File: src/rtl/monster_pkg.sv
// Shared slot-bus layout and playfield constants for the
// game logic and the monster renderer.
package monster_pkg;

  localparam int MONSTERS    = 12;
  localparam int SLOT_W      = 19;
  localparam int VALID_LSB   = 0;
  localparam int DIR_LSB     = 1;
  localparam int X_LSB       = 3;
  localparam int Y_LSB       = 11;
  localparam int SPRITE_W    = 16;
  localparam int SPRITE_H    = 16;
  localparam int SCALE_SHIFT = 1;

  typedef enum logic [1:0] {
    DIR_UP    = 2'b00,
    DIR_DOWN  = 2'b01,
    DIR_LEFT  = 2'b10,
    DIR_RIGHT = 2'b11
  } dir_e;

  // Playfield geometry in game units
  localparam logic [7:0] PLAY_X_MIN   = 8'd8;
  localparam logic [7:0] PLAY_X_MAX   = 8'd232;
  localparam logic [7:0] PLAY_Y_MIN   = 8'd8;
  localparam logic [7:0] PLAY_Y_MAX   = 8'd216;
  localparam logic [7:0] LANE_UP_X    = 8'd56;
  localparam logic [7:0] LANE_DOWN_X  = 8'd184;
  localparam logic [7:0] LANE_LEFT_Y  = 8'd64;
  localparam logic [7:0] LANE_RIGHT_Y = 8'd160;

  typedef struct packed {
    logic [7:0] y;
    logic [7:0] x;
    logic [1:0] dir;
    logic       valid;
  } slot_t;

  typedef enum logic [1:0] {
    ST_IDLE,
    ST_SCAN,
    ST_READY
  } state_e;

  function automatic slot_t unpack_slot(
    input logic [SLOT_W-1:0] raw,
    input logic              alive
  );
    slot_t s;
    s.valid = raw[VALID_LSB] & alive;
    s.dir   = raw[DIR_LSB +: 2];
    s.x     = raw[X_LSB +: 8];
    s.y     = raw[Y_LSB +: 8];
    return s;
  endfunction

endpackage

File: src/rtl/monster_span_check.sv
// 9-bit inclusive range compare of a game coordinate against
// a sprite span, plus the 4-bit sprite-local offset.
module monster_span_check #(
  parameter int SIZE = 16
) (
  input  logic [8:0] i_g,
  input  logic [7:0] i_lo,
  output logic       o_in,
  output logic [3:0] o_off
);

  logic [8:0] w_lo;
  logic [8:0] w_hi;

  // Bounds kept 9 bits wide so spans near 255 never wrap
  assign w_lo  = {1'b0, i_lo};
  assign w_hi  = w_lo + 9'(SIZE - 1);
  assign o_in  = (i_g >= w_lo) && (i_g <= w_hi);
  assign o_off = i_g[3:0] - i_lo[3:0];

endmodule

File: src/rtl/monster_renderer.sv
// Per-pixel monster sprite coverage from a per-frame snapshot
// of the slot bus, with a per-line slot pre-scan.
module monster_renderer
  import monster_pkg::*;
(
  input  logic                       clk,
  input  logic                       rst_n,
  input  logic [MONSTERS*SLOT_W-1:0] state_monsters,
  input  logic                       alive,
  input  logic                       frame_start,
  input  logic                       line_start,
  input  logic [9:0]                 line_y,
  input  logic                       pix_en,
  input  logic [9:0]                 pix_x,
  output logic                       hit,
  output logic [3:0]                 hit_slot,
  output logic [1:0]                 hit_dir,
  output logic [3:0]                 hit_u,
  output logic [3:0]                 hit_v,
  output logic                       line_ready
);

  localparam logic [3:0] LAST_K = 4'(MONSTERS - 1);

  slot_t               r_snap [MONSTERS];
  logic [MONSTERS-1:0] r_mask;
  logic [3:0]          r_line_v [MONSTERS];
  logic [3:0]          r_k;
  state_e              r_state;
  state_e              w_next;

  logic                r_hit;
  logic [3:0]          r_hit_slot;
  logic [1:0]          r_hit_dir;
  logic [3:0]          r_hit_u;
  logic [3:0]          r_hit_v;

  logic                w_ready;
  logic                w_scan;
  logic [8:0]          w_gx;
  logic [8:0]          w_gy;
  slot_t               w_cur;
  logic                w_y_in;
  logic [3:0]          w_y_off;
  logic [MONSTERS-1:0] w_x_in;
  logic [3:0]          w_x_off [MONSTERS];
  logic [MONSTERS-1:0] w_cand;
  logic                w_hit;
  logic [3:0]          w_sel;

  assign w_gx  = 9'(pix_x >> SCALE_SHIFT);
  assign w_gy  = 9'(line_y >> SCALE_SHIFT);
  assign w_cur = r_snap[r_k];

  // Bus is sampled only here, so a frame never tears
  always_ff @(posedge clk or negedge rst_n) begin
    if (!rst_n) begin
      for (int k = 0; k < MONSTERS; k++) r_snap[k] <= '0;
    end else if (frame_start) begin
      for (int k = 0; k < MONSTERS; k++)
        r_snap[k] <= unpack_slot(
          state_monsters[k*SLOT_W +: SLOT_W], alive);
    end
  end

  always_ff @(posedge clk or negedge rst_n) begin
    if (!rst_n) r_state <= ST_IDLE;
    else        r_state <= w_next;
  end

  always_comb begin
    w_next = r_state;
    if (frame_start)
      w_next = ST_IDLE;
    else if (line_start)
      w_next = ST_SCAN;
    else if (r_state == ST_SCAN && r_k == LAST_K)
      w_next = ST_READY;
  end

  always_comb begin
    w_ready = (r_state == ST_READY);
    w_scan  = (r_state == ST_SCAN);
  end

  assign line_ready = w_ready;

  monster_span_check #(.SIZE(SPRITE_H)) u_y_span (
    .i_g   (w_gy),
    .i_lo  (w_cur.y),
    .o_in  (w_y_in),
    .o_off (w_y_off)
  );

  always_ff @(posedge clk or negedge rst_n) begin
    if (!rst_n) begin
      r_k    <= '0;
      r_mask <= '0;
      for (int k = 0; k < MONSTERS; k++) r_line_v[k] <= '0;
    end else if (frame_start || line_start) begin
      r_k    <= '0;
      r_mask <= '0;
    end else if (w_scan) begin
      r_k <= (r_k == LAST_K) ? '0 : r_k + 4'd1;
      if (w_cur.valid && w_y_in) begin
        r_mask[r_k]   <= 1'b1;
        r_line_v[r_k] <= w_y_off;
      end
    end
  end

  for (genvar g = 0; g < MONSTERS; g++) begin : g_x
    monster_span_check #(.SIZE(SPRITE_W)) u_x_span (
      .i_g   (w_gx),
      .i_lo  (r_snap[g].x),
      .o_in  (w_x_in[g]),
      .o_off (w_x_off[g])
    );
    assign w_cand[g] = w_ready && r_mask[g] && w_x_in[g];
  end

  // Descending sweep leaves the lowest candidate selected
  always_comb begin
    w_hit = pix_en && (|w_cand);
    w_sel = '0;
    for (int k = MONSTERS - 1; k >= 0; k--)
      if (w_cand[k]) w_sel = 4'(k);
  end

  always_ff @(posedge clk or negedge rst_n) begin
    if (!rst_n) begin
      r_hit      <= 1'b0;
      r_hit_slot <= '0;
      r_hit_dir  <= '0;
      r_hit_u    <= '0;
      r_hit_v    <= '0;
    end else begin
      r_hit <= w_hit;
      if (w_hit) begin
        r_hit_slot <= w_sel;
        r_hit_dir  <= r_snap[w_sel].dir;
        r_hit_u    <= w_x_off[w_sel];
        r_hit_v    <= r_line_v[w_sel];
      end else begin
        r_hit_slot <= '0;
        r_hit_dir  <= '0;
        r_hit_u    <= '0;
        r_hit_v    <= '0;
      end
    end
  end

  assign hit      = r_hit;
  assign hit_slot = r_hit_slot;
  assign hit_dir  = r_hit_dir;
  assign hit_u    = r_hit_u;
  assign hit_v    = r_hit_v;

endmodule

File: config.mk
export PLATFORM = sky130hd
export DESIGN_NAME = monster_renderer
export DESIGN_NICKNAME = d
export VERILOG_FILES = /design/src/rtl/monster_pkg.sv /design/src/rtl/monster_span_check.sv /design/src/rtl/monster_renderer.sv
export SDC_FILE = /design/constraint.sdc
export NUM_CORES = 1
export LEC_CHECK = 0
export CAP_MARGIN = 20
export CORE_ASPECT_RATIO = 0.75
export CORE_MARGIN = 4
export CORE_UTILIZATION = 60
export DETAILED_ROUTE_END_ITERATION = 7
export GPL_TIMING_DRIVEN = 0
export PLACE_DENSITY = 0.86
export SLEW_MARGIN = 40
export SYNTH_ARGS = -nofsm -noshare
export SYNTH_HDL_FRONTEND = slang
export SYNTH_SLANG_ARGS = --single-unit
File: constraint.sdc
create_clock -name clk -period 8.05 [get_ports clk]
set_input_delay 1.2075 -clock clk [delete_from_list [all_inputs] [get_ports clk]]
set_output_delay 1.2075 -clock clk [all_outputs]
set_load 0.05 [all_outputs]
==> impl_metrics.py <==
metrics = {
    "clock_network": {
        "htreeDepth": 1,
        "cts_hold_buf": 0,
        "clk_latency_ns": 0.60,
        "postCtsSetupBuffers": 0,
        "cts_tree": "done",
        "cts_resized": 0,
        "root_buffer": "clkbuf_16",
        "clkTransAtPathRegs_ns": 0.07,
        "cts.path.max_buffers": 3,
        "cts_buffers": 31,
        "clock-sinks": 309,
    },
    "floorplanning": {
        "core-area_um2": 33820,
        "die_h_um": 169.2,
        "io_pins": 270,
        "start_util": 0.6144,
        "dieArea_um2": 37700,
        "core.rowCount": 58,
        "die_x_um": 222.9,
    },
    "cells_and_area": {
        "drive_gt1_frac": 0.1290,
        "fin_area_um2": 25330,
        "final_core_util": 0.7490,
        "area_growth_syn_to_layout_pct": 21.91,
        "layout_common_cells": "dfrtp_1, clkdlybuf4s50_1, ha_1, nand2_1, inv_1",
        "seqCellArea_um2": 7732,
        "nNetsFinal": 2830,
        "num_antenna_cells": 0,
        "multi_input_area_um2": 12080,
        "fill_cells": 2309,
        "layout_commonest_cell": "dfrtp_1",
    },
    "routing": {
        "wl_per_cell_um": 23.44,
        "drtPass1Iterations": 8,
        "ant_nets": 0,
        "drt_iter0_markers": 1865,
        "drc": 0,
        "num_vias": 17720,
        "wirelength_mm": 65.62,
        "vias_per_cell": 6.329,
    },
    "flow_run": {
        "cap_violations": 0,
    },
    "run_status": {
        "status": "finished, final reports clean",
    },
    "synth": {
        "synthCells": 2015,
        "synth_largest_type_area_fraction": 0.3722,
        "synth_mux_area_frac": 0.1452,
        "synth_top_family_by_area": "adder cells",
        "synth_xor_area_frac": 0.04384,
        "synth_simple_gate_area_share": 0.09798,
        "yosysSeqAreaShare": 0.3722,
        "synth_seq_cells": 309,
        "synth_compound_area_frac": 0.1384,
        "synth_area_per_cell_um2": 10.31,
        "yosysUniqueCellTypes": 75,
        "synth_flop_cell": "dfrtp_1",
        "synth_top_area_cell": "dfrtp_1",
        "synth_nets": 2520,
        "synth_edf_count": 0,
        "ys_top_cells_by_area": "dfrtp_1, ha_1, mux2_2",
        "synthesis.area_um2": 20780,
        "async_reset_ff_frac": 1.000,
        "synth-adder-area-share": 0.1559,
        "yosys_warnings": 0,
    },
    "timing": {
        "tns_ns": 0,
        "fin_skew_ns": 0.01496,
        "fin_crit_ns": 6.018,
        "slew_violations": 0,
        "fin_crit_sh": 0.7476,
        "slew_headroom": 0.4120,
        "hold_viol": 0,
        "clock.fmax_mhz": 166.2,
        "setup_viol": 0,
        "worst_pin_slew_ns": 0.8762,
        "rsz0062_at_grt": "no",
    },
    "place": {
        "port_buffers": 267,
        "finalWeightedCongestion": 0.9554,
        "hpwl_mm": 49.44,
        "place_area_um2": 24250,
    },
    "grt": {
        "antenna_found_initial": 2,
        "grt_usage": 0.3391,
        "grt_pass1_vias": 18330,
        "grt_max_degree": 75,
        "grt_overflow": 0,
        "grt_pass1_wl_mm": 101.5,
    },
    "power_and_ir_drop": {
        "powerDensity_nw_per_um2": 176.8,
        "p_leak_nw": 11.45,
        "vdd_drop_max_mv": 0.2047,
        "power_mw": 4.477,
    },
    "worst_setup_path": {
        "crit-reg2reg-launch": "r_k[1]",
        "critPathLaunchType": "register",
        "path_max_fanout": 10,
        "crit_type": "reg2reg",
        "end_kind": "register",
        "r2r_end": "r_line_v[7]",
        "crit_required_ns": 8.52,
        "reg2regPathDepth": 19,
        "r2r_slack_ns": 2.03,
        "cp.arrival_ns": 6.49,
    },
    "worst_hold_path": {
        "whs_endpoint": "r_mask[7]",
        "hold_path_class": "reg2reg",
        "hold-path-cell-count": 2,
        "hp-start": "r_mask[7]",
    },
}
registers in the layout (all words and copies together) (netlist names):
name,flops
r_state,2
r_line_v,48
r_mask,12
hit,1
hit_u,4
hit_slot,4
hit_dir,2
hit_v,4
r_k,4
r_snap,228
area by class of cell:
type | instances | area share
Clock buffer | 37 | 0.03310
Tap cell | 450 | 0.02223
Clock inverter | 20 | 0.009287
Multi-Input combinational cell | 1467 | 0.4769
Sequential cell | 309 | 0.3053
Inverter | 163 | 0.02416
Timing Repair Buffer | 277 | 0.1147
Buffer | 76 | 0.01433
report_power, final:
group	switching (mW)	internal, mW	total, mW
combinational	0.620	0.553	1.17
sequential	0.0868	1.67	1.75
clock	0.675	0.876	1.55
how the worst max path moves through the flow:
| stage | start | to | cells after the start |
|---|---|---|---|
| floorplan | r_k[0] | r_line_v[4] | 20 |
| CTS | r_k[1] | r_line_v[7] | 19 |
| finish | r_k[1] | r_line_v[7] | 19 |
| global route | r_k[1] | r_line_v[7] | 19 |
| detailed placement | r_k[1] | r_line_v[7] | 19 |
| global placement | rst_n | r_snap[43] | 1 |
synth_stat cells, types with 11 or more instances:
| cell type | count |
|---|---|
| dfrtp_1 | 309 |
| ha_1 | 238 |
| nand2_1 | 198 |
| inv_1 | 163 |
| mux2_2 | 156 |
| o21ai_0 | 143 |
| xnor2_1 | 93 |
| mux2i_1 | 64 |
| a21oi_1 | 59 |
| clkbuf_1 | 53 |
| nand3_1 | 52 |
| nor2_1 | 49 |
| a21o_1 | 42 |
| nor3_1 | 34 |
| a211oi_1 | 32 |
| nand4_1 | 28 |
| mux4_2 | 27 |
| and3_1 | 19 |
| o21a_1 | 18 |
| o31ai_1 | 14 |
| fa_1 | 13 |
| nor2b_1 | 13 |
| a31oi_1 | 11 |
| nand2b_1 | 11 |
| o211a_1 | 11 |
| o211ai_1 | 11 |
| xor2_1 | 11 |
stage by stage:
step	std cells	hold WS [ns]	setup WS, ns
6_report	2799	0.4779	2.032
5_1_grt	2799	0.5014	1.656
4_1_cts	2799	0.4740	2.044
3_5_place_dp	2742	0.4569	2.102
3_3_place_gp	2732	0.4497	-7.173
2_1_floorplan	2015	0.4304	3.437
logic make-up after synthesis:
group                      count (synthesis)
AOI/OAI and AO/OA                        428
muxes                                    248
and+or+nand+nor                          436
xor gates and xnor gates                 104
buffers and inverters                    239
DFF                                      309
adders and majority gates                251
per-layer routing:
layer / GRT usage / share of wire
met5: 0 / 0.00020
met4: 0.1230 / 0.040
met3: 0.07003 / 0.091
met2: 0.5303 / 0.45
met1: 0.4752 / 0.42
critical path, stage by stage, from the launching register on:
cell and delay [ns]:
dfrtp_1 0.48, buf_1 0.64, clkbuf_1 0.70, mux4_2 0.34, nand2_1 0.05, o21ai_0 0.21, inv_1 0.15, ha_1 0.27
nand3_1 0.13, nand2_1 0.10, or3_1 0.39, ha_1 0.31, nand2_1 0.08, nor3_1 0.28, o2111ai_1 0.18, a211oi_1 0.39
buf_2 0.30, and3_1 0.18, clkbuf_1 0.30, mux2_2 0.39
Power figures use the tool's default switching activity.
==> edit, RTL diff (same flow settings) <==
Re-encode `state_e` (3 states) as one-hot, 3 bits wide.
--- a/src/rtl/monster_pkg.sv
+++ b/src/rtl/monster_pkg.sv
@@ -36,10 +36,10 @@
     logic       valid;
   } slot_t;
 
-  typedef enum logic [1:0] {
-    ST_IDLE,
-    ST_SCAN,
-    ST_READY
+  typedef enum logic [2:0] {
+    ST_IDLE  = 3'b001,
+    ST_SCAN  = 3'b010,
+    ST_READY = 3'b100
   } state_e;
 
   function automatic slot_t unpack_slot(
Behaviour: no difference found for any inputs over 10 cycles, from zero or initial values and one cycle with rst_n low; not proved beyond that.
==> edit against the original RTL <==
Critical path type unchanged; sequential cell count grew 1; largest power group unchanged; design area down 0.74%; wire length rose by 0.77%; highest routed layer is now met4; area after synthesis fell by 0.69%; critical endpoint is now r_line_v[18]; largest cell class unchanged; final cell count up 0.43%; critical path depth did not move; worst setup slack improved by 0.24 ns; power shrank 1.9%.
==> edit: results (changes against the original RTL) <==
----------------------------------------------------
[Clock network]
  Buffer depth of the longest clock path ... 3 (unchanged)
  Number of levels the H-tree was split into ... 1 (unchanged)
  Resized Gates After CTS ... 0 (unchanged)
  # Post-CTS Setup Buffers ... 0 (unchanged)
  Clock latency at the later pin of the worst-skew pair ... 0.60 ns (about the same)

[Placement]
  Post-detailed-placement half-perimeter wirelength ... 49800 um (+0.66%)
  Port Buffers ... 266 (-0.37%)
  Worst slack, placed ... 1.82 ns (-0.281 ns)
  DP Area ... 24100 um2 (-0.58%)
  Final weighted congestion in routability-driven placement ... 0.963 (+0.82%)

[Synth]
  Netlist cell types ... 78 (+4.0%)
  Synthesized Nets ... 2531 (+0.44%)
  Top post-synthesis cells by area ... sky130_fd_sc_hd__dfrtp_1 37%, sky130_fd_sc_hd__ha_1 14%, sky130_fd_sc_hd__mux2_2 8.8%, sky130_fd_sc_hd__nand2_1 4.1%, sky130_fd_sc_hd__xnor2_1 4.0%
  Average instance area after synthesis ... 10.2 um2 (-1.2%)
  Top flip-flop cell by instance count after synthesis ... sky130_fd_sc_hd__dfrtp_1
  Ranking of synthesized cells by instance count ... 309 x sky130_fd_sc_hd__dfrtp_1, 238 x sky130_fd_sc_hd__ha_1, 228 x sky130_fd_sc_hd__nand2_1, 172 x sky130_fd_sc_hd__inv_1, 161 x sky130_fd_sc_hd__mux2_2
  Sequential element share of the synthesized area ... 0.376 (+0.00387)

[Setup path]
  Crit-path max cell delay ... 0.60 ns (-0.10 ns)
  Startpoint-to-endpoint class of the critical path ... reg -> reg
  Startpoint of the worst setup timing path ... r_k[1]
  Reg2reg setup slack ... 2.27 ns (+0.24 ns)
  Reg-to-reg endpoint ... r_line_v[18]
  Length in cells of the worst reg-to-reg path ... 19 (unchanged)
  Crit path DAT ... 6.23 ns (-0.26 ns)
  Cell class contributing the biggest share of worst-path delay ... simple AND/OR/NAND/NOR gates

[Finish]
  FILL cells ... 2265 (-1.9%)
  Biggest regs ... r_snap x228, r_line_v x48, r_mask x12
  Fraction of layout cells with a size suffix above 1 ... 0.130 (+0.00109)
  Final Instance Count excl. Fillers ... 2811 (+0.43%)

[Min path]
  Min-Delay Path Class ... in -> async

[Timing]
  Tightest Pin Transition ... 0.964 ns (+0.0880 ns)
  Worst Setup Slack, final ... 2.27 ns (+0.236 ns)
  Setup skew after layout ... 0.0389 ns (+0.0239 ns)

[Power]
  Share of total power consumed by net switching ... 0.312 (+0.00334)
  Highest ir drop seen on vdd ... 0.000234 V (+14%)
  Leakage ... 11.3 nW (-1.1%)

[Global route]
  All-Layer GR Usage ... 0.346 (+0.00647)
  Wire length of the first global-routing pass ... 102000 um (+0.75%)
  Largest net degree at the start of global routing ... 81 (+8.0%)
  Antenna violations before repair ... 1 (-1)

[Detailed routing]
  First drt pass iteration count ... 5 (-3)
  Routed WL per cell ... 23.5 um (+0.34%)
  Total via count after detailed routing ... 17722 (+0.040%)
  Number of design-rule violations left by the first detailed-router iteration ... 1838 (-1.4%)

[Run status]
  Result of the run ... completed

----------------------------------------------------
[edit: routing by layer]
layer / vias up / share of wire / track usage
met5: - / 0 / 0
met3: 190 / 0.10 / 0.0811
met2: 977 / 0.45 / 0.542
met4: 0 / 0.039 / 0.119
met1: 8684 / 0.41 / 0.478
li1: 7871 / - / -
[edit: final cells by class]
| type | count | area [um2] | share of cell area |
|---|---|---|---|
| diodes | 1 | 2.50 | 0.0000995 |
| plain buffers | 68 | 298 | 0.0118 |
| clock buffers | 37 | 838 | 0.0333 |
| clock inverters | 20 | 188 | 0.00747 |
| inverters | 173 | 649 | 0.0258 |
| multi-input cells | 1475 | 11900 | 0.475 |
| flip-flops and latches | 310 | 7760 | 0.309 |
| well taps | 450 | 563 | 0.0224 |
| repair buffers | 277 | 2900 | 0.115 |
[edit: logic make-up (layout without fill, tap and decap cells)]
logic type	Yosys count	count (layout)	share of synthesized area
xor gates and xnor gates	104	104	0.0441
AOI/OAI and AO/OA	405	405	0.126
DFF	310	310	0.376
and+or+nand+nor	470	470	0.105
adders and majority gates	251	251	0.157
buffers and inverters	241	575	0.0458
muxes	245	245	0.146
other	0	1	0
[edit: how the worst min path moves through the flow]
stage	cells after the start	end	slack, ns	startpoint
after floorplan	2	r_mask[2]	0.44	r_mask[2]
after global placement	2	r_mask[2]	0.46	r_mask[2]
after detailed placement	2	r_mask[4]	0.47	r_mask[4]
after CTS	1	r_snap[177]	0.43	rst_n
after global routing	1	r_snap[177]	0.45	rst_n
final	1	r_snap[177]	0.44	rst_n
[edit: power by group through the flow]
stage               sequential (W)  clock (W)  combinational [W]
global route               0.00177    0.00155            0.00127
floorplan                  0.00175          0           0.000696
CTS                        0.00175    0.00148            0.00114
detailed placement         0.00178          0            0.00112
global placement           0.00177          0            0.00105
finish                     0.00176    0.00148            0.00116
